## src/rtl/ropuf_pkg.sv

```systemverilog
// Shared types and helpers for the ring-oscillator PUF array.
// Covers the FSM states, flush length and challenge bit layout.
package ropuf_pkg;

    typedef enum logic [2:0] {
        S_IDLE,
        S_SETTLE,
        S_COUNT,
        S_DRAIN,
        S_COMPARE,
        S_DONE
    } state_t;

    // Cycles needed to push a level through the synchroniser plus edge flop.
    function automatic int unsigned flush_len(input int unsigned sync_stages);
        return sync_stages + 1;
    endfunction

    function automatic int unsigned swap_bit(input int unsigned pair);
        return 2 * pair;
    endfunction

    function automatic int unsigned en_bit(input int unsigned pair);
        return 2 * pair + 1;
    endfunction

endpackage

```

## src/rtl/ropuf_pair_counter.sv

```systemverilog
// One oscillator pair: synchronise, edge-count with saturation,
// then compare the two counts after the optional A/B swap.
module ropuf_pair_counter
    import ropuf_pkg::*;
#(
    parameter int COUNT_W     = 16,
    parameter int SYNC_STAGES = 2
) (
    input  logic       clk,
    input  logic       reset,
    input  logic       clr,
    input  logic       cnt_en,
    input  logic       pair_en,
    input  logic       swap,
    input  logic [1:0] ro_in,
    output logic       resp,
    output logic       tie
);

    localparam logic [COUNT_W-1:0] CNT_MAX = '1;

    (* ASYNC_REG = "TRUE", keep = "true", dont_touch = "true" *)
    logic [SYNC_STAGES-1:0][1:0] sync;
    logic [1:0]                  prev;
    logic [1:0]                  rise;
    logic [COUNT_W-1:0]          cnt [2];
    logic [COUNT_W-1:0]          cnt_a;
    logic [COUNT_W-1:0]          cnt_b;

    always_ff @(posedge clk) begin
        if (!reset) begin
            sync <= '0;
            prev <= '0;
        end else begin
            sync <= {sync[SYNC_STAGES-2:0], ro_in};
            prev <= sync[SYNC_STAGES-1];
        end
    end

    assign rise = sync[SYNC_STAGES-1] & ~prev;

    always_ff @(posedge clk) begin
        for (int k = 0; k < 2; k++) begin
            if (!reset || clr) begin
                cnt[k] <= '0;
            end else if (cnt_en && pair_en && rise[k] &&
                         cnt[k] != CNT_MAX) begin
                cnt[k] <= cnt[k] + COUNT_W'(1);
            end
        end
    end

    assign cnt_a = swap ? cnt[1] : cnt[0];
    assign cnt_b = swap ? cnt[0] : cnt[1];
    assign resp  = pair_en && (cnt_a > cnt_b);
    assign tie   = pair_en && (cnt_a == cnt_b);

endmodule

```

## src/rtl/ropuf_array_top.sv

```systemverilog
// RO PUF array top: measurement FSM, window timer, challenge latch
// and registered per-pair results with the legacy XOR bit.
module ropuf_array_top
    import ropuf_pkg::*;
#(
    parameter int NUM_PAIRS   = 17,
    parameter int COUNT_W     = 16,
    parameter int WIN_W       = 16,
    parameter int SYNC_STAGES = 2
) (
    input  logic                   clk,
    input  logic                   reset,
    input  logic                   enable,
    input  logic                   start,
    input  logic [2*NUM_PAIRS-1:0] chal,
    input  logic [WIN_W-1:0]       window,
    input  logic [2*NUM_PAIRS-1:0] ro_in,
    output logic [2*NUM_PAIRS-1:0] ro_en,
    output logic                   busy,
    output logic                   resp_valid,
    output logic [NUM_PAIRS-1:0]   resp_vec,
    output logic [NUM_PAIRS-1:0]   tie_vec,
    output logic                   resp
);

    localparam int unsigned      FLUSH      = flush_len(SYNC_STAGES);
    localparam logic [WIN_W-1:0] FLUSH_LAST = WIN_W'(FLUSH - 1);

    state_t                 state;
    state_t                 nxt;
    logic [WIN_W-1:0]       tmr;
    logic [WIN_W-1:0]       tmr_nxt;
    logic [WIN_W-1:0]       win_q;
    logic [2*NUM_PAIRS-1:0] chal_q;
    logic                   clr;
    logic                   cap;
    logic                   cnt_en;
    logic                   run;
    logic [NUM_PAIRS-1:0]   rv;
    logic [NUM_PAIRS-1:0]   tv;

    (* keep = "true", dont_touch = "true" *)
    logic [2*NUM_PAIRS-1:0] ro_en_w;
    (* keep = "true", dont_touch = "true" *)
    logic [2*NUM_PAIRS-1:0] ro_in_w;

    assign ro_in_w = ro_in;
    assign ro_en   = ro_en_w;

    always_ff @(posedge clk) begin
        if (!reset) begin
            state <= S_IDLE;
            tmr   <= '0;
        end else begin
            state <= nxt;
            tmr   <= tmr_nxt;
        end
    end

    always_ff @(posedge clk) begin
        if (!reset) begin
            chal_q <= '0;
            win_q  <= '0;
        end else if (clr) begin
            chal_q <= chal;
            win_q  <= (window == '0) ? WIN_W'(1) : window;
        end
    end

    always_comb begin
        nxt     = state;
        tmr_nxt = tmr;
        clr     = 1'b0;
        cap     = 1'b0;
        if (state != S_IDLE && !enable) begin
            nxt = S_IDLE;
        end else begin
            unique case (state)
                S_IDLE: begin
                    if (start && enable) begin
                        nxt     = S_SETTLE;
                        tmr_nxt = FLUSH_LAST;
                        clr     = 1'b1;
                    end
                end
                S_SETTLE: begin
                    if (tmr == '0) begin
                        nxt     = S_COUNT;
                        tmr_nxt = win_q - WIN_W'(1);
                    end else begin
                        tmr_nxt = tmr - WIN_W'(1);
                    end
                end
                S_COUNT: begin
                    if (tmr == '0) begin
                        nxt     = S_DRAIN;
                        tmr_nxt = FLUSH_LAST;
                    end else begin
                        tmr_nxt = tmr - WIN_W'(1);
                    end
                end
                S_DRAIN: begin
                    if (tmr == '0) begin
                        nxt = S_COMPARE;
                    end else begin
                        tmr_nxt = tmr - WIN_W'(1);
                    end
                end
                S_COMPARE: begin
                    nxt = S_DONE;
                    cap = 1'b1;
                end
                S_DONE: nxt = S_IDLE;
                default: nxt = S_IDLE;
            endcase
        end
    end

    // Draining keeps counting after the oscillators stop.
    assign cnt_en     = (state == S_COUNT) || (state == S_DRAIN);
    assign run        = (state == S_SETTLE) || (state == S_COUNT);
    assign busy       = (state != S_IDLE) && (state != S_DONE);
    assign resp_valid = (state == S_DONE);

    for (genvar i = 0; i < NUM_PAIRS; i++) begin : g_pair
        assign ro_en_w[2*i +: 2] = {2{run & chal_q[en_bit(i)]}};

        ropuf_pair_counter #(
            .COUNT_W     (COUNT_W),
            .SYNC_STAGES (SYNC_STAGES)
        ) u_pc (
            .clk     (clk),
            .reset   (reset),
            .clr     (clr),
            .cnt_en  (cnt_en),
            .pair_en (chal_q[en_bit(i)]),
            .swap    (chal_q[swap_bit(i)]),
            .ro_in   (ro_in_w[2*i +: 2]),
            .resp    (rv[i]),
            .tie     (tv[i])
        );
    end

    always_ff @(posedge clk) begin
        if (!reset) begin
            resp_vec <= '0;
            tie_vec  <= '0;
            resp     <= 1'b0;
        end else if (cap) begin
            resp_vec <= rv;
            tie_vec  <= tv;
            resp     <= ^rv;
        end
    end

endmodule
```

## config.mk

```make
export PLATFORM = sky130hd
export DESIGN_NAME = ropuf_array_top
export DESIGN_NICKNAME = d
export VERILOG_FILES = /design/src/rtl/ropuf_pkg.sv /design/src/rtl/ropuf_pair_counter.sv /design/src/rtl/ropuf_array_top.sv
export SDC_FILE = /design/constraint.sdc
export NUM_CORES = 2
export LEC_CHECK = 0
export ABC_AREA = 0
export BUFFER_PORTS_ARGS = -buffer_cell sky130_fd_sc_hd__buf_4
export CAP_MARGIN = 20
export CELL_PAD_IN_SITES_DETAIL_PLACEMENT = 1
export CELL_PAD_IN_SITES_GLOBAL_PLACEMENT = 2
export CORE_ASPECT_RATIO = 2
export CORE_MARGIN = 3
export CORE_UTILIZATION = 42
export DETAILED_ROUTE_END_ITERATION = 7
export GPL_TIMING_DRIVEN = 0
export PLACE_DENSITY_LB_ADDON = 0.1
export SKIP_LAST_GASP = 1
export SYNTH_ARGS = -nofsm -noshare
export SYNTH_HDL_FRONTEND = slang
export SYNTH_SLANG_ARGS = --single-unit
```

## constraint.sdc

```tcl
create_clock -name clk -period 8.7 [get_ports clk]
set_input_delay 0 -clock clk [delete_from_list [all_inputs] [get_ports clk]]
set_output_delay 0 -clock clk [all_outputs]
set_load 0.05 [all_outputs]
```

==> impl_metrics.json <==
{
  "drc_errors": 0,
  "final_common_cell": "nor2_1",
  "cts_resized": 0,
  "finalCritPeriodShare_pct": 54.4,
  "design.core.area_um2": 107000,
  "ys.warnings.count": 0,
  "layout.nets": 5495,
  "dp_hpwl_um": 111000,
  "leakage_nw": 18.3,
  "fmax_mhz": 211,
  "nFillCells": 12400,
  "antenna_found_initial": 10,
  "crit_fanout": 10,
  "numPortBuffers": 157,
  "areaGrowthSynthToFinish_pct": 14.0,
  "worst_pin_slew_ns": 1.23,
  "grt_start_max_net_pins": 17,
  "rrSetupSlack_ns": 3.97,
  "wl_um": 146000,
  "ant_nets": 0,
  "cp_data_required_time_ns": 9.30,
  "skew_ns": 0.0262,
  "rsz0062_at_grt": "false",
  "clock_sinks": 750,
  "grt_pass1_vias": 40000,
  "drtIter0Drc": 1669,
  "seqCellArea_um2": 20500,
  "vias": 37200,
  "synth.cell_area_um2": 45500,
  "track_usage_pct": 25.9,
  "gp_congestion": 0.851,
  "rows": 170,
  "holdWs_ns": 0.0706,
  "synthCells": 5018,
  "clk_latency_ns": 0.69,
  "cts_tree": "yes",
  "numCtsBuffers": 76,
  "outcome": "finished clean",
  "avgSynthCellArea_um2": 9.08,
  "cp.arrival_ns": 5.33,
  "tns_ns": 0,
  "drt_pass1_iterations": 5,
  "initial_core_util_pct": 42.4,
  "die_y_um": 472,
  "cap_violations": 0,
  "crit_path_start_kind": "register",
  "final_cell_mix": "782 x nor2_1, 544 x edfxtp_1, 444 x nand2_1",
  "drv_slew": 0,
  "die_area_um2": 113000,
  "hold_viol": 0,
  "grt_pass1_wl_um": 227000,
  "multi_input_area_um2": 23000,
  "synth_nets": 5159,
  "grt_overflow": 0,
  "slew_headroom_pct": 18.2,
  "crit_type": "reg -> reg",
  "cts_max_level": 3,
  "routedWlPerCell_um": 21.5,
  "setup_viol": 0,
  "cts_max_path_buffers": 3,
  "power.density_nw_per_um2": 167,
  "die_w_um": 239,
  "irDropWorstVdd_mv": 0.162,
  "worstHoldPathType": "in -> reg",
  "cts_root_buffer": "clkbuf_16",
  "end_kind": "register",
  "clk_pin_slew_ns": 0.07,
  "ioPinCount": 159,
  "fin_crit_ns": 4.73,
  "layout-drive-gt1-share_pct": 7.98,
  "viasPerCell": 5.47
}
registers in the layout, summed over array words and instances (netlist names):
name and cells:
win_q 16, resp 1, tmr 16, chal_q 34, resp_vec 17, tie_vec 17
state 3, g_pair.u_pc.cnt 544, g_pair.u_pc.prev 34, g_pair.u_pc.sync 68
report_power, final:
part | total, mW | switching [mW] | internal (mW)
Sequential | 4.23 | 0.221 | 4.01
Combinational | 1.07 | 0.627 | 0.441
Clock | 3.35 | 1.52 | 1.83
Total | 8.65 | 2.37 | 6.28
cell type report:
cell class,instances,share of cell area [%]
antenna,5,0.0241
clock inverter,42,0.639
timing repair buffer,258,4.27
buffer,278,2.32
sequential,750,39.4
multi-input combinational,3760,44.3
tap,1376,3.32
clock buffer,96,4.03
inverter,230,1.66
repair_timing:
item	in CTS	in global routing
buffers inserted	0	0
endpoints found under the hold margin	90	0
hold buffers	87	0
per-layer routing:
layer | track usage [%] | wire (um) | vias to the layer above
li1 | - | - | 17900
met1 | 27.9 | 55200 | 18500
met2 | 50.9 | 80400 | 594
met3 | 3.53 | 5460 | 195
met4 | 8.96 | 4950 | 2
met5 | 0 | 13 | -
critical path, stage by stage (launching register included):
cell and delay [ns]:
dfxtp_1 0.37, buf_1 0.45, clkbuf_1 0.65, mux2i_1 0.29, ha_1 0.27, nor2b_1 0.13, o21a_1 0.17, o21a_1 0.17
o21bai_1 0.12, a21oi_1 0.08, o311ai_1 0.73, xor2_1 0.23, xnor2_1 0.15, xnor3_2 0.28, xnor2_1 0.19, xnor2_1 0.14
nand2_1 0.08, a21oi_2 0.13
final timing paths:
kind,cells past startpoint,end,startpoint
setup reg to reg,17,resp$_SDFFE_PN0P_,chal_q[26]$_SDFFE_PN0P_
hold / removal,3,g_pair[12].u_pc.sync[0]$_SDFF_PN0_,ro_in[24]
hold reg to reg,1,g_pair[6].u_pc.sync[3]$_SDFF_PN0_,g_pair[6].u_pc.sync[1]$_SDFF_PN0_
setup / recovery,17,resp$_SDFFE_PN0P_,chal_q[26]$_SDFFE_PN0P_
per-stage QoR:
step	setup slack [ns]	instance area (um^2)	instances	util (%)	total power, mW
after floorplan	4.92	45500	5018	-	4.95
after detailed placement	4.07	48600	6563	45.2	5.35
after global routing	3.69	51900	6791	48.3	9.01
after CTS	3.99	51900	6788	48.3	8.75
after global placement	3.34	48400	6551	45.1	5.31
final	3.97	51900	6795	48.3	8.65
No activity file was read; power rests on OpenSTA's default activity.
